### src/rtl/bus_cycle_sequencer.sv
`default_nettype none
// ============================================================================
// Module   : bus_cycle_sequencer
// Purpose  : 68000 bus-cycle sequencer. It inserts per-region wait states,
//            waits on the DRAM acknowledge, and times out unanswered cycles
//            into a bus error with the faulting address captured.
// Revision : 1.0
// ============================================================================
module bus_cycle_sequencer #(
   parameter int unsigned ROM_WAIT   = 0,
   parameter int unsigned RAM_WAIT   = 1,
   parameter int unsigned IO_WAIT    = 3,
   parameter int unsigned VGA_WAIT   = 2,
   parameter int unsigned SYNTH_WAIT = 4,
   parameter int unsigned TIMEOUT    = 255
) (
   input  logic        Clock,
   input  logic        Reset_H,
   input  logic        AS_L,
   input  logic        UDS_L,
   input  logic        LDS_L,
   input  logic [31:0] Address,
   input  logic        OnChipRomSelect_H,
   input  logic        OnChipRamSelect_H,
   input  logic        DramSelect_H,
   input  logic        IOSelect_H,
   input  logic        VgaSelect_H,
   input  logic        SynthesizerSelect_H,
   input  logic        DramDtack_L,
   input  logic        ClearFault_H,
   output logic        Dtack_L,
   output logic        Berr_L,
   output logic        Busy_H,
   output logic        FaultFlag_H,
   output logic [31:0] FaultAddress
);

   typedef enum logic [2:0] {
      S_IDLE     = 3'd0,
      S_WAIT     = 3'd1,
      S_DRAMWAIT = 3'd2,
      S_UNMAPPED = 3'd3,
      S_ACK      = 3'd4,
      S_BERR     = 3'd5
   } state_t;

   localparam logic [3:0]  c_rom_wait     = 4'(ROM_WAIT);
   localparam logic [3:0]  c_ram_wait     = 4'(RAM_WAIT);
   localparam logic [3:0]  c_io_wait      = 4'(IO_WAIT);
   localparam logic [3:0]  c_vga_wait     = 4'(VGA_WAIT);
   localparam logic [3:0]  c_synth_wait   = 4'(SYNTH_WAIT);
   localparam logic [15:0] c_timeout_last = 16'(TIMEOUT - 1);

   state_t      state_q, state_d;
   logic [3:0]  cnt_q, cnt_d;
   logic [15:0] timer_q, timer_d;
   logic [31:0] cycle_addr_q;
   logic        dram_ack_l_q;
   logic        dtack_l_q, berr_l_q, busy_q, fault_q;
   logic [31:0] fault_addr_q;
   logic        w_request, w_accept, w_enter_berr;

   assign w_request    = ~AS_L & (~UDS_L | ~LDS_L);
   assign w_accept     = (state_q == S_IDLE) & w_request;
   assign w_enter_berr = (state_d == S_BERR) & (state_q != S_BERR);

   always_comb begin
      state_d = state_q;
      cnt_d   = cnt_q;
      timer_d = timer_q;
      case (state_q)
         S_IDLE: begin
            if (w_request) begin
               if (OnChipRomSelect_H) begin
                  state_d = S_WAIT;
                  cnt_d   = c_rom_wait;
               end else if (OnChipRamSelect_H) begin
                  state_d = S_WAIT;
                  cnt_d   = c_ram_wait;
               end else if (IOSelect_H) begin
                  state_d = S_WAIT;
                  cnt_d   = c_io_wait;
               end else if (VgaSelect_H) begin
                  state_d = S_WAIT;
                  cnt_d   = c_vga_wait;
               end else if (SynthesizerSelect_H) begin
                  state_d = S_WAIT;
                  cnt_d   = c_synth_wait;
               end else if (DramSelect_H) begin
                  state_d = S_DRAMWAIT;
                  timer_d = 16'd0;
               end else begin
                  state_d = S_UNMAPPED;
                  timer_d = 16'd0;
               end
            end
         end
         S_WAIT: begin
            if (AS_L)                state_d = S_IDLE;
            else if (cnt_q == 4'd0)  state_d = S_ACK;
            else                     cnt_d   = cnt_q - 4'd1;
         end
         // The registered acknowledge is tested before the timeout so a
         // simultaneous answer still completes the cycle normally.
         S_DRAMWAIT: begin
            if (AS_L)                          state_d = S_IDLE;
            else if (!dram_ack_l_q)            state_d = S_ACK;
            else if (timer_q == c_timeout_last) state_d = S_BERR;
            else                               timer_d = timer_q + 16'd1;
         end
         S_UNMAPPED: begin
            if (AS_L)                          state_d = S_IDLE;
            else if (timer_q == c_timeout_last) state_d = S_BERR;
            else                               timer_d = timer_q + 16'd1;
         end
         S_ACK, S_BERR: begin
            if (AS_L) state_d = S_IDLE;
         end
         default: state_d = S_IDLE;
      endcase
   end

   always_ff @(posedge Clock) begin
      if (Reset_H) begin
         state_q      <= S_IDLE;
         cnt_q        <= 4'd0;
         timer_q      <= 16'd0;
         cycle_addr_q <= 32'd0;
         dram_ack_l_q <= 1'b1;
         dtack_l_q    <= 1'b1;
         berr_l_q     <= 1'b1;
         busy_q       <= 1'b0;
         fault_q      <= 1'b0;
         fault_addr_q <= 32'd0;
      end else begin
         state_q      <= state_d;
         cnt_q        <= cnt_d;
         timer_q      <= timer_d;
         // Only acknowledges arriving while already waiting on DRAM count.
         dram_ack_l_q <= (state_q == S_DRAMWAIT) ? DramDtack_L : 1'b1;
         dtack_l_q    <= (state_d != S_ACK);
         berr_l_q     <= (state_d != S_BERR);
         busy_q       <= (state_d != S_IDLE);
         if (w_accept)     cycle_addr_q <= Address;
         if (w_enter_berr) fault_addr_q <= cycle_addr_q;
         if (w_enter_berr)      fault_q <= 1'b1;
         else if (ClearFault_H) fault_q <= 1'b0;
      end
   end

   assign Dtack_L      = dtack_l_q;
   assign Berr_L       = berr_l_q;
   assign Busy_H       = busy_q;
   assign FaultFlag_H  = fault_q;
   assign FaultAddress = fault_addr_q;

endmodule
`default_nettype wire

### config.mk
export PLATFORM = sky130hd
export DESIGN_NAME = bus_cycle_sequencer
export DESIGN_NICKNAME = d
export VERILOG_FILES = /design/src/rtl/bus_cycle_sequencer.sv
export SDC_FILE = /design/constraint.sdc
export NUM_CORES = 1
export LEC_CHECK = 0
export CAP_MARGIN = 20
export CORE_MARGIN = 2
export CORE_UTILIZATION = 30
export DETAILED_ROUTE_END_ITERATION = 7
export PLACE_DENSITY = 0.61
export REMOVE_ABC_BUFFERS = 1
export SLEW_MARGIN = 40
export SYNTH_ARGS = -nofsm -noshare
export SYNTH_HDL_FRONTEND = slang
export SYNTH_SLANG_ARGS = --single-unit
### constraint.sdc
create_clock -name Clock -period 2.1 [get_ports Clock]
set_clock_uncertainty 0.2 [all_clocks]
set_input_delay 0.315 -clock Clock [delete_from_list [all_inputs] [get_ports Clock]]
set_output_delay 0.315 -clock Clock [all_outputs]
set_load 0.03 [all_outputs]
# After elaboration in Yosys (flattened, before gate mapping)

Index checks and enable logic that the tools add are counted.

Add/subtract/negate cells: 2
Equal/unequal tests: 22
Mux-type cells: 37
Bitwise logic cells: 8
Reductions and logical operators: 10

Operator list:

| operator              | count |
|---|---|
| $mux 16               | 10 |
| $pmux 16 s3           | 1 |
| $mux 4                | 8 |
| $mux 3                | 8 |
| $ne 2x2->1 const B    | 11 |
| $add 16x1->16 const B | 1 |
| $eq 16x8->1 const B   | 1 |
| $pmux 3 s5            | 1 |
| $mux 2                | 5 |
| $reduce_and 10->1     | 1 |
| $eq 3x3->1 const B    | 3 |
| $ne 3x3->1 const B    | 3 |
| $pmux 4 s2            | 1 |
| $eq 3x2->1 const B    | 2 |
| $ne 6x6->1 const B    | 1 |
| $reduce_bool 3->1     | 2 |
| $reduce_and 5->1      | 1 |
| $logic_not 4->1       | 1 |
| $not 1->1             | 4 |
| $reduce_bool 2->1     | 2 |
| $reduce_or 2->1       | 2 |
| $sub 4x1->4 const B   | 1 |
| $and 1x1->1           | 3 |
| $eq 3x1->1 const B    | 1 |
| other kinds (3)       | 5 |

Flip-flop bits (word level): 92
Output and inout port bits: 36

# Logic depth before layout (Yosys ltp)

Gate-level depths: netlist of the first run.

Depth after elaboration: 11
Mapped depth: 9
Depth with buffers taken out: 7

# Least setup slack after synthesis of the first run

No wires, ideal clock.

Path kind: register to register
From: register cnt_q[0]
To: register fault_addr_q[10] (netlist: FaultAddress[10])
Arrival time: 1.949 ns
Data required time: 1.828 ns
Setup slack: -0.121 ns
Cell stages (with the launch flop): 9
Buffers on the path: 1
Period minus slack after synthesis: 2.221 ns
Cells stage by stage: dfxtp_1 -> inv_1 -> ha_1 -> nor3b_1 -> nand2_1 -> a32o_1 -> o22ai_2 -> buf_6 -> mux2i_1

Cells in the longest elaborated chain, start to end: 6

Ends and longest elaborated chain:

| element                | RTL line | text |
|---|---|---|
| from (decl)            | 55       | `logic [3:0] cnt_q, cnt_d;` |
| from (signal assigned) | 137      | `cnt_q <= cnt_d;` |
| $logic_not 4->1        | 100      | `else if (cnt_q == 4'd0) state_d = S_ACK;` |
| $mux 3                 | 100      |  |
| $mux 3                 | 99       | `if (AS_L) state_d = S_IDLE;` |
| $pmux 3 s5             | 71       | `case (state_q)` |
| $eq 3x3->1             | 65       | `assign w_enter_berr = (state_d == S_BERR) & (state_q != S_BERR);` |
| $and 1x1->1            | 65       |  |
| to (signal assigned)   | 145      | `if (w_enter_berr) fault_addr_q <= cycle_addr_q;` |
| to (decl)              | 60       | `logic [31:0] fault_addr_q;` |

Every way passes these cells.
A chain may end at the register's enable or synchronous reset.

# Worst setup path after layout of the first run

From: register timer_q[11]
To: register fault_addr_q[1] (netlist: FaultAddress[1])

Cells in the longest elaborated chain, start to end: 7

Ends and longest elaborated chain:

| element                | RTL line | text |
|---|---|---|
| from (decl)            | 56       | `logic [15:0] timer_q, timer_d;` |
| from (signal assigned) | 138      | `timer_q <= timer_d;` |
| $eq 16x8->1 (*)        | 108, 113 |  |
| $mux 3 (*)             | 108, 113 |  |
| $mux 3                 | 107      | `else if (!dram_ack_l_q) state_d = S_ACK;` |
| $mux 3                 | 106      | `if (AS_L) state_d = S_IDLE;` |
| $pmux 3 s5 (*)         | 71       |  |
| $eq 3x3->1 (*)         | 65       |  |
| $and 1x1->1 (*)        | 65       |  |

Mark *: on every way between the ends. The rest lies on a longest branch, timed or not.

==> flow_summary.ini, run 1 <==
[status]
status = finished with violations
violations = setup timing

[cells_and_area]
fin_area_um2 = 5800
fillCellCount = 1219
fin_nets = 634
drive_gt1_frac = 0.200
area_growth_pct = 49.7
antenna-diode-count = 0

[clocking]
clock_sinks = 92
clk_pin_slew_ps = 70
hold_buffers = 0
cts_buffer_depth = 2
root_buffer = clkbuf_16
h-tree-depth = 3
numCtsBuffers = 9
cts_tree = built
insertion_delay_ps = 340

[synth]
ys_seq_elements = 92
syn_area_um2 = 3870
ys_seq_area_frac = 0.475
synth-async-reset-ratio = 0
synth_edf_count = 0
postSynthAreaPerCell_um2 = 8.33
ys_warn_count = 0
synthCells = 465
synth_cell_type_count = 44
synth-main-ff-cell = dfxtp_1

[global_routing]
gr-max-usage-layer = met2
antenna_found_initial = 0
grt_pass1_wl_um = 17800
met3_usage = 0.0552
grt_overflow = 0
grt_pass1_vias = 3651
use_met2 = 0.268
met1_usage = 0.192
track_usage = 0.160
grt_max_degree = 55

[floorplanning]
die_area_um2 = 13800
ioPinCount = 81
die_w_um = 118
start_util = 0.307
core_area_um2 = 12600
rows = 41
die_h_um = 118

[worst_setup_path]
arrival_ps = 2250
crit_chain = nor4_4, nand4_1, nor4_2, buf_4, o22ai_4, buf_12, buf_16, mux2i_1
crit_buf_inv = 3
reg2reg_slack_ps = -110
end_kind = flip-flop
r2r_start = timer_q[11]
slowest_stage = dfxtp_4
critPathKind = reg -> reg
cp.required_ps = 2140
crit_family = simple AND/OR/NAND/NOR gates
crit_path_max_fanout = 8
timing.critical_path.from_type = flip-flop
r2r_end = FaultAddress[1]
slowest_delay_ps = 370
worstRegToRegCells = 8

[timing]
min_period_ps = 2210
worst_slack_ps = -109
hold_viol = 0
max_freq_mhz = 453
worst_pin_slew_ps = 474
rsz0062_at_grt = true
finalCritPeriodShare = 1.05
setup_viol = 17
slew_headroom = 0.683
final.setup.tns_ps = -1660
maxSlewViolCount = 0
whs_ps = 147

[power]
p_int_mw = 3.00
switchingPower_uw = 989
clock_power_share = 0.407
swShare = 0.248
pwr-share-comb = 0.134
ir_worst_vdd_v = 0.000407
leakage_nw = 2.29
pwr-share-seq = 0.459
fin_total_pwr_mw = 3.99
powerDensity_nw_per_um2 = 688

[run]
max_cap_viol_count = 0

[drt]
drtIter0Drc = 242
vias = 3700
routedWlPerCell_um = 14.2
ant_nets = 0
remaining_drc_errors = 0
drt-vias-per-instance = 4.85
wl_um = 10800
drtPass1Iterations = 5

[placement]
portBuffers = 80
dp_slack_ps = -649
place_area_um2 = 5120
dp_hpwl_um = 6690
gp_congestion = 0.812

[worst_hold_path]
worst_hold_path_type = in -> reg
holdCritStartpoint = Reset_H
holdPathEnd = timer_q[0]
hold_depth = 3
-- per-stage QoR --
stage | util | std cells
after detailed placement | 0.406 | 733
after global placement | 0.406 | 733
after CTS | 0.450 | 758
final | 0.460 | 763
after global routing | 0.460 | 763
after floorplan | - | 436
-- kinds of logic after synthesis --
family / after synthesis / synth area share
AO/OA/AOI/OAI: 76 / 0.116
XOR/XNOR: 1 / 0.00226
adder cells (fa/ha/maj): 3 / 0.00969
buffers and inverters: 34 / 0.0433
flip-flops: 92 / 0.475
multiplexers: 32 / 0.0827
AND/OR/NAND/NOR: 227 / 0.271
-- Yosys cell counts (all sizes together), types with 8 or more instances --
cell type	count	area (um2)
a21oi	45	225
clkbuf	22	82.6
dfxtp	92	1840
mux2i	32	320
nand2	148	556
nor2	16	60.1
nor3	8	45.0
o21ai	8	43.8
or4	12	90.1
-- how the worst max path moves through the flow --
| stage | startpoint | endpoint | slack (ps) | cells after the start |
|---|---|---|---|---|
| after floorplan | state_q[0] | FaultAddress[0] | -1080 | 5 |
| after global placement | VgaSelect_H | timer_q[3] | -620 | 7 |
| after detailed placement | VgaSelect_H | timer_q[15] | -650 | 6 |
| after CTS | cnt_q[1] | FaultAddress[11] | -40 | 9 |
| after global routing | timer_q[11] | FaultAddress[6] | -210 | 8 |
| final | timer_q[11] | FaultAddress[1] | -110 | 8 |
-- repair_timing --
| action | in CTS | in global routing |
|---|---|---|
| setup endpoints to repair | 50 | 52 |
| resized for setup | 34 | 29 |
| pin swaps | 17 | 16 |
| gates cloned | 5 | 0 |
| buffers inserted | 4 | 7 |
-- sequential cells by signal (all words and copies together), names as in the netlist --
register / cells
FaultFlag_H: 1
timer_q: 16
state_q: 3
Dtack_L: 1
cycle_addr_q: 32
FaultAddress: 32
Berr_L: 1
cnt_q: 4
Busy_H: 1
dram_ack_l_q: 1
-- power groups by stage --
stage                     combinational (mW)  sequential (mW)  clock (mW)
final                                  0.534             1.83        1.62
after global routing                   0.583             1.84        1.74
after CTS                              0.536             1.83        1.66
after detailed placement               0.476             1.87           0
after global placement                 0.471             1.87           0
after floorplan                        0.196             1.89           0
-- layer usage --
metal | vias up | part of all wire
met4 | 0 | 0.018
met1 | 1730 | 0.44
met5 | - | 0
met3 | 16 | 0.059
li1 | 1837 | -
met2 | 117 | 0.49
-- worst min-delay path, stage by stage --
cell	delay [ps]
buf_2	100
buf_4	200
a21oi_2	40
-- cell usage in the layout, fill, tap and decap left out, types with 2 or more instances in the layout --
master,n
clkdlybuf4s50_1,73
or3_4,2
o31ai_1,4
nand2b_1,2
a21oi_1,41
o21ai_0,7
or2_4,2
nor2_1,13
buf_6,4
or4_1,10
clkbuf_16,9
and3_1,3
clkbuf_1,2
nor3b_1,2
nor3_2,3
ha_4,2
dlygate4sd2_1,5
nor3b_4,2
nand4_1,5
a21oi_2,4
nor3_1,4
nor2_2,3
or4_4,2
dfxtp_2,5
nor4b_1,2
buf_12,4
inv_2,4
o211ai_1,7
dfxtp_1,86
mux2i_1,31
nand3_1,7
nand2_1,148
o21a_1,2
buf_4,46
o21ai_4,2
buf_16,2
or3_1,5
-- final cells by class --
type / instances / area, um2 / share of cell area
Multi-Input combinational cell: 341 / 2090 / 0.360
Sequential cell: 92 / 1850 / 0.319
Timing Repair Buffer: 137 / 1330 / 0.230
Clock buffer: 11 / 233 / 0.0401
Tap cell: 172 / 215 / 0.0371
Clock inverter: 5 / 60.1 / 0.0104
Inverter: 5 / 18.8 / 0.00324
Power figures use the tool's default switching activity.
==> run 2: changes to the inputs <==
--- a/config.mk
+++ b/config.mk
@@ -5,11 +5,12 @@
 export SDC_FILE = /design/constraint.sdc
 export NUM_CORES = 1
 export LEC_CHECK = 0
+export ABC_AREA = 1
 export CAP_MARGIN = 20
 export CORE_MARGIN = 2
 export CORE_UTILIZATION = 30
 export DETAILED_ROUTE_END_ITERATION = 7
-export PLACE_DENSITY = 0.61
+export PLACE_DENSITY = 0.59
 export REMOVE_ABC_BUFFERS = 1
 export SLEW_MARGIN = 40
 export SYNTH_ARGS = -nofsm -noshare
==> run 2 against run 1 <==
Compared with the run above: the run now ends clean; worst setup slack better by 280 ps; register-to-register slack better by 280 ps; sequential power up 3%; via count up 11%.
==> flow_summary.ini, run 2 <==
[power]
swShare = 0.278
powerDensity_nw_per_um2 = 722
switchingPower_mw = 1.22
pwr-share-seq = 0.430
p_int_mw = 3.18
ir_worst_vdd_v = 0.000428
clock_power_share = 0.385
leakage_nw = 2.56
pwr-share-comb = 0.185

[drt]
drtPass1Iterations = 4
drt-vias-per-instance = 4.35
vias = 4104
routedWlPerCell_um = 11.6
wl_um = 11000
ant_nets = 0
remaining_drc_errors = 0
drtIter0Drc = 191

[cells_and_area]
drive_gt1_frac = 0.149
final_common_cell = nand2_1
ff_latch_area_um2 = 1850
fin_nets = 803
fillCellCount = 1543
antenna-diode-count = 0
multi_input_area_um2 = 1940
final_cell_mix = nand2_1, inv_1, dfxtp_1
area_growth_pct = 38.3

[timing]
hold_viol = 0
slew_headroom = 0.758
final.setup.tns_ps = 0
rsz0062_at_grt = true
worst_slack_ps = 169
whs_ps = 250
maxSlewViolCount = 0
max_freq_mhz = 518
min_period_ps = 1930
setup_viol = 0
worst_pin_slew_ps = 361
finalCritPeriodShare = 0.920

[clocking]
cts_buffer_depth = 2
insertion_delay_ps = 350
numCtsBuffers = 9
cts_tree = built
clock_sinks = 92
h-tree-depth = 3
root_buffer = clkbuf_16
clk_pin_slew_ps = 70

[synth]
synth-main-ff-cell = dfxtp_1
synth.area.top_cells = dfxtp_1, nand2_1, inv_1
synth.top_cell.area_share = 0.417
ys_seq_elements = 92
postSynthAreaPerCell_um2 = 6.81
synth_cell_type_count = 31
synthCells = 648
synth_most_common_cell = nand2_1
synth-async-reset-ratio = 0
ys_seq_area_frac = 0.417
ys_warn_count = 0
synth_top_area_cell = dfxtp_1
syn_area_um2 = 4420
synth_common_cells = nand2_1, inv_1, dfxtp_1, nor2_1, a21oi_1
synth_edf_count = 0

[floorplanning]
core_area_um2 = 14500
die_h_um = 125
die_w_um = 125
rows = 44
die_area_um2 = 15700
start_util = 0.305
ioPinCount = 81

[status]
status = completed

[global_routing]
grt_overflow = 0
antenna_found_initial = 0
grt_pass1_vias = 3884
track_usage = 0.143
grt_pass1_wl_um = 18300
grt_max_degree = 67

[worst_setup_path]
timing.critical_path.from_type = flip-flop
crit_path_max_fanout = 7
end_kind = flip-flop
critPathKind = reg -> reg
arrival_ps = 2020
cp.required_ps = 2190

[worst_hold_path]
worst_hold_path_type = reg -> reg

[placement]
dp_hpwl_um = 7490
portBuffers = 80
gp_congestion = 0.845
dp_slack_ps = -264

[run]
max_cap_viol_count = 0
[run 2: cell families (layout without fill, tap and decap cells)]
kind of cell    count (synthesis)  in the layout  synth area share
compound gates                104            104             0.122
xor+xnor                        9              9            0.0179
fa+ha+maj                       3              3           0.00850
buf+inv                       163            275             0.157
flops                          92             92             0.417
simple gates                  277            277             0.278
[run 2: through the flow]
stage / power [mW] / utilization / area (um2) / instances
global route: 4.64 / 0.422 / 6100 / 944
CTS: 4.45 / 0.414 / 5990 / 941
detailed placement: 2.73 / 0.392 / 5680 / 925
floorplan: 2.34 / - / 4210 / 614
global placement: 2.73 / 0.392 / 5680 / 925
finish: 4.41 / 0.422 / 6100 / 944
[run 2: area by class of cell]
| class | instances | area share |
|---|---|---|
| Inverter | 129 | 0.0797 |
| Multi-Input combinational cell | 393 | 0.317 |
| Sequential cell | 92 | 0.304 |
| Clock buffer | 10 | 0.0391 |
| Timing Repair Buffer | 130 | 0.211 |
| Tap cell | 184 | 0.0377 |
| Clock inverter | 6 | 0.0113 |
[run 2: path summary, 6_finish.rpt]
check,cells past startpoint,from,to,slack [ps]
setup / recovery,15,timer_q[0],FaultAddress[4],170
setup reg to reg,15,timer_q[0],FaultAddress[4],170
hold reg to reg,2,cycle_addr_q[9],cycle_addr_q[9],250
hold / removal,2,cycle_addr_q[9],cycle_addr_q[9],250
[run 2: power by group through the flow]
stage / clock network (mW) / registers [mW] / logic (mW)
5_1_grt: 1.82 / 1.90 / 0.914
4_1_cts: 1.75 / 1.89 / 0.805
2_1_floorplan: 0 / 1.97 / 0.366
3_5_place_dp: 0 / 1.93 / 0.802
3_3_place_gp: 0 / 1.93 / 0.800
6_report: 1.70 / 1.89 / 0.817
[run 2: metal layers]
layer / share of wire / track usage / vias up
met5: 0 / 0 / -
met4: 0.015 / 0.0529 / 0
met3: 0.038 / 0.0377 / 10
met2: 0.45 / 0.226 / 64
met1: 0.49 / 0.189 / 1799
li1: - / - / 2231
[run 2: worst max-delay path, cell delays in order (launching register included)]
cell	delay, ps
dfxtp_2	330
inv_2	70
ha_4	130
nand2_2	60
nor2_2	110
nand2_2	70
nand2_1	70
nand2_1	50
nand2_1	70
nand2_2	80
nand2_4	110
nand3_4	140
buf_4	200
nand2_1	50
inv_1	30
nor2_1	90
[run 2: what timing repair did]
item                       4_1_cts  5_1_grt
hold buffers                     0        0
setup endpoints to repair        0       47
resized for setup                0       32
setup buffers                    0        2
==> run 3: changes to the inputs <==
--- a/config.mk
+++ b/config.mk
@@ -7,6 +7,7 @@
 export LEC_CHECK = 0
 export ABC_AREA = 1
 export CAP_MARGIN = 20
+export CORE_ASPECT_RATIO = 0.6
 export CORE_MARGIN = 2
 export CORE_UTILIZATION = 30
 export DETAILED_ROUTE_END_ITERATION = 7
==> run 3 against run 2 <==
Compared with the run above: largest cell class unchanged; die area grew 0.20%; critical path depth shrank 3; fmax shrank 2.9%.
==> flow_summary.ini, run 3 (synthesis gave the netlist of run 2 again) <==
[status]
status = completed

[clocking]
insertion_delay_ps = 340
clock_sinks = 92
cts_buffer_depth = 2
numCtsBuffers = 9
h-tree-depth = 3
root_buffer = clkbuf_16
cts_tree = built
clk_pin_slew_ps = 60

[cells_and_area]
final_cell_mix = nand2_1, inv_1, dfxtp_1
antenna-diode-count = 0
fin_area_um2 = 6000
area_growth_pct = 35.8
fin_nets = 799
fin_util = 0.416
drive_gt1_frac = 0.122
fillCellCount = 1494
final_common_cell = nand2_1

[worst_setup_path]
arrival_ps = 2040
crit_buf_inv = 3
timing.critical_path.from_type = flip-flop
worstRegToRegCells = 12
end_kind = flip-flop
critPathKind = reg -> reg
reg2reg_slack_ps = 110
crit_chain = inv_1, ha_1, nand2_1, inv_1, o21ai_2, nand2_1, nand2_1, nand2_2, nand2_4, nand3_4, clkbuf_16, a21oi_1
r2r_end = FaultFlag_H
cp.required_ps = 2150
slowest_stage = dfxtp_1
slowest_delay_ps = 330
r2r_start = cnt_q[1]
crit_path_max_fanout = 8
path_common_cell = nand2_1
crit_family = simple AND/OR/NAND/NOR gates

[power]
fin_total_pwr_mw = 4.19
swShare = 0.273
pwr-share-seq = 0.451
pwr-share-comb = 0.191
clock_power_share = 0.358
leakage_nw = 2.52
switchingPower_mw = 1.15
ir_worst_vdd_v = 0.000373
powerDensity_nw_per_um2 = 699
p_int_mw = 3.05

[placement]
dp_hpwl_um = 8490
place_area_um2 = 5630
portBuffers = 80
gp_congestion = 0.839
dp_slack_ps = -301

[drt]
drtPass1Iterations = 5
drt-vias-per-instance = 4.32
drtIter0Drc = 305
routedWlPerCell_um = 12.3
ant_nets = 0
remaining_drc_errors = 0
vias = 4118
wl_um = 11800

[global_routing]
grt_overflow = 0
grt_pass1_vias = 3831
met3_usage = 0.0425
grt_pass1_wl_um = 19300
grt_max_degree = 38
antenna_found_initial = 0
track_usage = 0.153
gr-max-usage-layer = met1
use_met2 = 0.204
met1_usage = 0.244

[timing]
slew_headroom = 0.731
min_period_ps = 1990
worst_pin_slew_ps = 400
max_freq_mhz = 503
finalCritPeriodShare = 0.947
maxSlewViolCount = 0
rsz0062_at_grt = true
final.setup.tns_ps = 0
setup_viol = 0
hold_viol = 0
worst_slack_ps = 111

[floorplanning]
die_area_um2 = 15700
ioPinCount = 81
rows = 34
die_h_um = 98.0
start_util = 0.306
die_w_um = 161
core_area_um2 = 14400

[worst_hold_path]
holdCritStartpoint = cycle_addr_q[31]
hold_depth = 2
holdPathEnd = cycle_addr_q[31]
worst_hold_path_type = reg -> reg

[run]
max_cap_viol_count = 0
run 3: cell count changes in the layout (fill, tap and decap cells not counted), sizes merged:
cell      change
buf           -4
bufinv        -1
clkbuf        +3
clkinvlp      -1
inv           -2
run 3: layout make-up:
type,instances,area (um2),share of cell area
Clock buffer,13,260,0.0434
Timing Repair Buffer,126,1230,0.205
Multi-Input combinational cell,393,1910,0.319
Clock inverter,2,10.0,0.00167
Tap cell,198,248,0.0413
Sequential cell,92,1850,0.308
Inverter,129,487,0.0812
run 3: how the worst max path moves through the flow:
stage	startpoint	end	slack (ps)	cells after the start
2_1_floorplan	state_q[1]	timer_q[3]	-240	7
3_3_place_gp	AS_L	Busy_H	-270	10
5_1_grt	timer_q[1]	FaultAddress[23]	-20	12
3_5_place_dp	IOSelect_H	FaultAddress[8]	-300	12
6_report	cnt_q[1]	FaultFlag_H	110	12
4_1_cts	state_q[1]	Busy_H	50	10
run 3: layer usage:
layer  vias to the layer above  share of wire
met3                         8          0.060
met2                       112           0.36
met1                      1780           0.57
met5                         -              0
li1                       2218              -
met4                         0         0.0053
run 3: worst min-delay path, delay by kind of cell (launching register included):
kind	cells	cell delay, ps
DFF	1	290
buffers and inverters	1	60
AOI/OAI and AO/OA	1	50
run 3: per-stage QoR:
step | instances | hold slack (ps)
floorplan | 614 | 184
global placement | 933 | 241
detailed placement | 933 | 243
CTS | 948 | 252
global route | 953 | 269
finish | 953 | 251
run 3: power by group through the flow:
| stage | sequential (mW) | combinational [mW] | clock [mW] |
|---|---|---|---|
| 3_3_place_gp | 1.93 | 0.772 | 0 |
| 3_5_place_dp | 1.93 | 0.773 | 0 |
| 6_report | 1.89 | 0.800 | 1.50 |
| 2_1_floorplan | 1.97 | 0.366 | 0 |
| 5_1_grt | 1.90 | 0.893 | 1.63 |
| 4_1_cts | 1.89 | 0.776 | 1.55 |
run 3: what timing repair did:
action,4_1_cts,5_1_grt
setup buffers,0,4
hold buffers,0,0
hold endpoints to repair,0,0
gates resized for setup,0,17
endpoints found under the setup margin,0,48
==> RTL change 1: new RTL, config.mk and constraints of run 2 <==
`TIMEOUT`: 255 -> 191.
--- a/src/rtl/bus_cycle_sequencer.sv
+++ b/src/rtl/bus_cycle_sequencer.sv
@@ -12,7 +12,7 @@
    parameter int unsigned IO_WAIT    = 3,
    parameter int unsigned VGA_WAIT   = 2,
    parameter int unsigned SYNTH_WAIT = 4,
-   parameter int unsigned TIMEOUT    = 255
+   parameter int unsigned TIMEOUT    = 191
 ) (
    input  logic        Clock,
    input  logic        Reset_H,
Formal check against the unedited RTL: same outputs for any inputs over 4 cycles, from zero or initial values and one cycle with Reset_H high; that may be too few to reach the edited logic, so the function may still have changed.
==> RTL change 1 against run 2 <==
Power down 0.24%. Global-route usage about the same. Design area down 0.64%. Sequential share of layout area up 0.32 points. Via count up 0.34%. Worst setup slack worse by 0.064 ns. Routed wire length up 4.0%. Combinational power down 2.4%. Maximum frequency down 3.2%. Area after synthesis down 1.7%. Sequential cell count unchanged. Critical path type unchanged. Critical endpoint is now FaultAddress[9].
==> RTL change 1: results (changes against run 2) <==
- Largest fanout on the critical path: 6 (-1)
- Gate family responsible for the most delay along the worst path: simple AND/OR/NAND/NOR gates
- Register area share after synthesis: 0.424 (+0.00709)
- Share of synthesized cell area in full adder, half adder and majority cells: 0.00865 (+0.000145)
- Dpl hpwl: 7580 um (+1.2%)
- Final #Nets: 787 (-2.0%)
- Post-synthesis average cell area: 6.76 um^2 (-0.75%)
- Dominant synthesized flop cell: dfxtp_1
- Leak: 2.51 nW (-2.2%)
- Number of fillers in the final layout: 1529 (-0.91%)
- Critical path data arrival time: 2.08 ns (+0.06 ns)
- Complex-gate fraction of the synthesized area: 0.123 (+0.000924)
- Clock share of power: 0.388 (+0.003)
- Pin count of the biggest net entering global routing: 65 (-3.0%)
- Worst Max-Slew Pin Slew: 0.515 ns (+0.153 ns)
- Placed cell count: 903 (-2.4%)
- Multi-input combinational cell area: 1980 um^2 (+2.3%)
- Post-layout instance count excluding filler cells: 924 (-2.1%)
- Global-route wire length before repair: 18200 um (-0.41%)
- Sw power: 0.00124 W (+0.97%)
- Top cells by count, synth: 131 x nand2_1, 123 x inv_1, 92 x dfxtp_1
- Share of cells above drive strength 1: 0.165 (+0.0166)
- Critical path's largest stage delay: 0.36 ns (+0.03 ns)
- Largest voltage drop on the vdd net: 0.000433 V (+1.0%)
- Input/output buffers: 80 (unchanged)
- Level count of the clock H-tree: 3 (unchanged)
- Routability-driven placement congestion ratio: 0.847 (+0.20%)
- GR Util All Layers: 0.143 (-0.000384)
- Number of global-route vias before repair: 3742 (-3.7%)
- Top cells by area, synth: dfxtp_1 42%, nand2_1 11%, inv_1 11%
- Xor/xnor cell area share of the yosys netlist: 0.0202 (+0.00232)
- Sequential group share of total power: 0.431 (about the same)
- Number of design-rule violations left by the first detailed-router iteration: 256 (+34%)
- Via/cell ratio: 4.46 (+2.5%)
- Run status: finished, final reports clean
- Worst setup timing slack at the placement stage: -0.267 ns (-0.00290 ns)
- Switching part of the total power: 0.281 (+0.00335)
- Post-synthesis cell type count: 30 (-3.2%)
- Placement Cell Area: 5530 um^2 (-2.7%)
- Crit-path slowest cell: dfxtp_4
RTL change 1: cell types whose count changed in the layout (fill, tap and decap cells not counted), moves of 4 or more:
cell     change
inv_1        -5
nand2_2      +9
buf_4       -14
inv_2        +4
nand4_1      -7
nand2_1     -17
RTL change 1: path summary, 6_finish.rpt:
kind | cells after the start | slack, ns | from | end
setup reg to reg | 13 | 0.11 | timer_q[0] | FaultAddress[9]
setup / recovery | 13 | 0.11 | timer_q[0] | FaultAddress[9]
hold / removal | 2 | 0.25 | cycle_addr_q[30] | cycle_addr_q[30]
hold reg to reg | 2 | 0.25 | cycle_addr_q[30] | cycle_addr_q[30]
RTL change 1: final cells by class:
class	count	area share
multi-input cells	390	0.327
flip-flops and latches	92	0.307
repair buffers	117	0.197
inverters	129	0.0807
clock buffers	10	0.0394
well taps	180	0.0371
clock inverters	6	0.0120
RTL change 1: worst reg2reg max path: stages (launching register included):
cell and delay, ns:
dfxtp_4 0.36, inv_4 0.06, ha_4 0.13, nand2_1 0.05
nor2_1 0.11, nand3_1 0.11, nand2_1 0.10, nand2_2 0.08
nor2_4 0.19, nand3_4 0.18, clkbuf_16 0.22, nand2_2 0.05
inv_1 0.03, nor2_1 0.08
RTL change 1: routing by layer:
| metal | GRT usage | part of all wire |
|---|---|---|
| met4 | 0.0397 | 0.012 |
| met1 | 0.188 | 0.48 |
| met2 | 0.235 | 0.46 |
| met3 | 0.0331 | 0.046 |
| met5 | 0 | 0 |
RTL change 1: cells by family (layout without fill, tap and decap cells):
family	Yosys count	after routing
DFF	92	92
xor gates and xnor gates	10	10
and+or+nand+nor	272	272
buffers and inverters	160	262
AOI/OAI and AO/OA	105	105
adders and majority gates	3	3
RTL change 1: what timing repair did:
action                                  in CTS  in global routing
buffers inserted                             0                  2
resized for setup                            0                 62
endpoints found under the setup margin       0                 47
==> RTL change 2: new RTL, flow settings as in run 2 <==
Without the edit above. Reset style: asynchronous (`Reset_H`), changed in one clocked block.
--- a/src/rtl/bus_cycle_sequencer.sv
+++ b/src/rtl/bus_cycle_sequencer.sv
@@ -120,7 +120,7 @@
       endcase
    end
 
-   always_ff @(posedge Clock) begin
+   always_ff @(posedge Clock or posedge Reset_H) begin
       if (Reset_H) begin
          state_q      <= S_IDLE;
          cnt_q        <= 4'd0;
Check against the original RTL: differs if Reset_H is asserted again (counterexample within 4 cycles, from zero or initial values and one cycle with Reset_H high); with Reset_H held inactive, the same outputs for 4 cycles.
==> RTL change 2 against run 2 <==
Routed wire length is 3.4% lower. Sequential cell count is the same. Cell count is 13% lower. Worst setup slack got worse by 0.11 ns. Synthesized cell count decreased by 18%. Design area down 3.6%. Area after synthesis is 3.4% lower. Largest cell class is now sequential cells. Highest routed layer unchanged.
Power is not compared: it rests on default switching activity, and its combinational part moved more than twofold at a synthesized area within 25%.
==> RTL change 2: results (changes against run 2) <==
- Run status: finished, final reports clean
- Post-layout instance count excluding filler cells: 821 (-13%)
- Dominant synthesized flop cell: dfrtp_1
- GR Layer Usage met2: 0.229 (+0.00269)
- Gate family responsible for the most delay along the worst path: buffers and inverters
- Vias: 3793 (-7.6%)
- Post-DR wirelength/cell: 12.9 um (+11%)
- Register area share after synthesis: 0.541 (+0.124)
- Top cells by count, synth: 252 x nand2_1, 89 x dfrtp_1, 39 x nor2_1
- Met1 Use GR: 0.208 (+0.0189)
- Share of cells above drive strength 1: 0.117 (-0.0317)
- Routability-driven placement congestion ratio: 0.877 (+3.8%)
- Dpl hpwl: 7110 um (-5.1%)
- Placed cell count: 800 (-14%)
- Critical path data arrival time: 1.53 ns (-0.49 ns)
- Tightest Hold Check Type: in -> async
- First drt pass iteration count: 4 (unchanged)
- Post-synthesis average cell area: 8.00 um^2 (+17%)
- Worst Max-Slew Pin Slew: 0.497 ns (+0.136 ns)
- Number of design-rule violations left by the first detailed-router iteration: 186 (-2.6%)
- Worst setup timing slack at the placement stage: -0.0621 ns (+0.202 ns)
- Met3 Track Usage GR: 0.0318 (-0.00583)
- Top cells by area, synth: dfrtp_1 52%, nand2_1 22%, nand4_1 5.3%
- Pin count of the biggest net entering global routing: 93 (+39%)
- GR Util All Layers: 0.148 (+0.00416)
- Final #Nets: 684 (-15%)
- Post-synthesis cell type count: 27 (-13%)
- FFs w/ async S/R, synth: 1.00 (+1.00)
- Global-route wire length before repair: 17800 um (-3.1%)
- Largest fanout on the critical path: 1 (-6)
- Crit-path slowest cell: clkdlybuf4s50_1
- Placement Cell Area: 5460 um^2 (-3.9%)
- Number of fillers in the final layout: 1406 (-8.9%)
- Critical path's largest stage delay: 0.66 ns (+0.33 ns)
- Number of global-route vias before repair: 3732 (-3.9%)
[RTL change 2: cell types whose count changed after synthesis, sizes merged, moves of 5 or more]
cell	delta
nand2	+113
inv	-98
dfxtp	-92
dfrtp	+89
a21oi	-55
o21ai	-31
nor2	-28
buf	-5
clkbuf	-5
nor3	-5
xor2	+5
[RTL change 2: cell families (layout without fill, tap and decap cells)]
| logic type | after synthesis | after routing | synth area share |
|---|---|---|---|
| buffers and inverters | 54 | 162 | 0.0519 |
| and+or+nand+nor | 353 | 353 | 0.345 |
| DFF | 92 | 92 | 0.541 |
| xor gates and xnor gates | 15 | 15 | 0.0308 |
| AOI/OAI and AO/OA | 16 | 16 | 0.0223 |
| adders and majority gates | 3 | 3 | 0.00880 |
[RTL change 2: repair_timing]
| action | 4_1_cts | 5_1_grt |
|---|---|---|
| setup endpoints to repair | 0 | 37 |
| gates resized for setup | 0 | 13 |
| buffers inserted | 0 | 5 |
[RTL change 2: layout make-up]
| cell class | instances | area, um^2 | share of cell area |
|---|---|---|---|
| Clock inverter | 6 | 111 | 0.0189 |
| Tap cell | 180 | 225 | 0.0383 |
| Timing Repair Buffer | 116 | 1120 | 0.190 |
| Sequential cell | 92 | 2310 | 0.393 |
| Clock buffer | 10 | 239 | 0.0406 |
| Inverter | 30 | 114 | 0.0193 |
| Multi-Input combinational cell | 387 | 1770 | 0.301 |
[RTL change 2: per-layer routing]
| layer | share of wire | vias up |
|---|---|---|
| li1 | - | 1885 |
| met1 | 0.47 | 1818 |
| met2 | 0.47 | 81 |
| met3 | 0.045 | 9 |
| met4 | 0.012 | 0 |
| met5 | 0 | - |
[RTL change 2: where the power goes]
group | internal, W | total (W) | switching, W
Clock | 0.00120 | 0.00187 | 0.000679
Sequential | 0.00246 | 0.00290 | 0.000445
Combinational | 0.00131 | 0.00333 | 0.00202
[RTL change 2: stage by stage]
stage          hold slack (ns)  utilization
3_5_place_dp             0.259        0.393
5_1_grt                  0.272        0.424
4_1_cts                  0.229        0.419
6_report                 0.196        0.424
3_3_place_gp             0.255        0.393
2_1_floorplan            0.196            -
[RTL change 2: path summary, 6_finish.rpt]
path | from | slack (ns) | depth (start not counted) | endpoint
hold / removal | Reset_H | 0.20 | 3 | FaultAddress[14]
min in group Clock | FaultAddress[9] | 0.27 | 2 | FaultAddress[9]
setup reg to reg | cnt_q[0] | 0.15 | 13 | FaultAddress[28]
setup / recovery | Dtack_L | 0.06 | 1 | Dtack_L
hold reg to reg | FaultAddress[9] | 0.27 | 2 | FaultAddress[9]
max in group asynchronous | Reset_H | 1.11 | 3 | state_q[1]
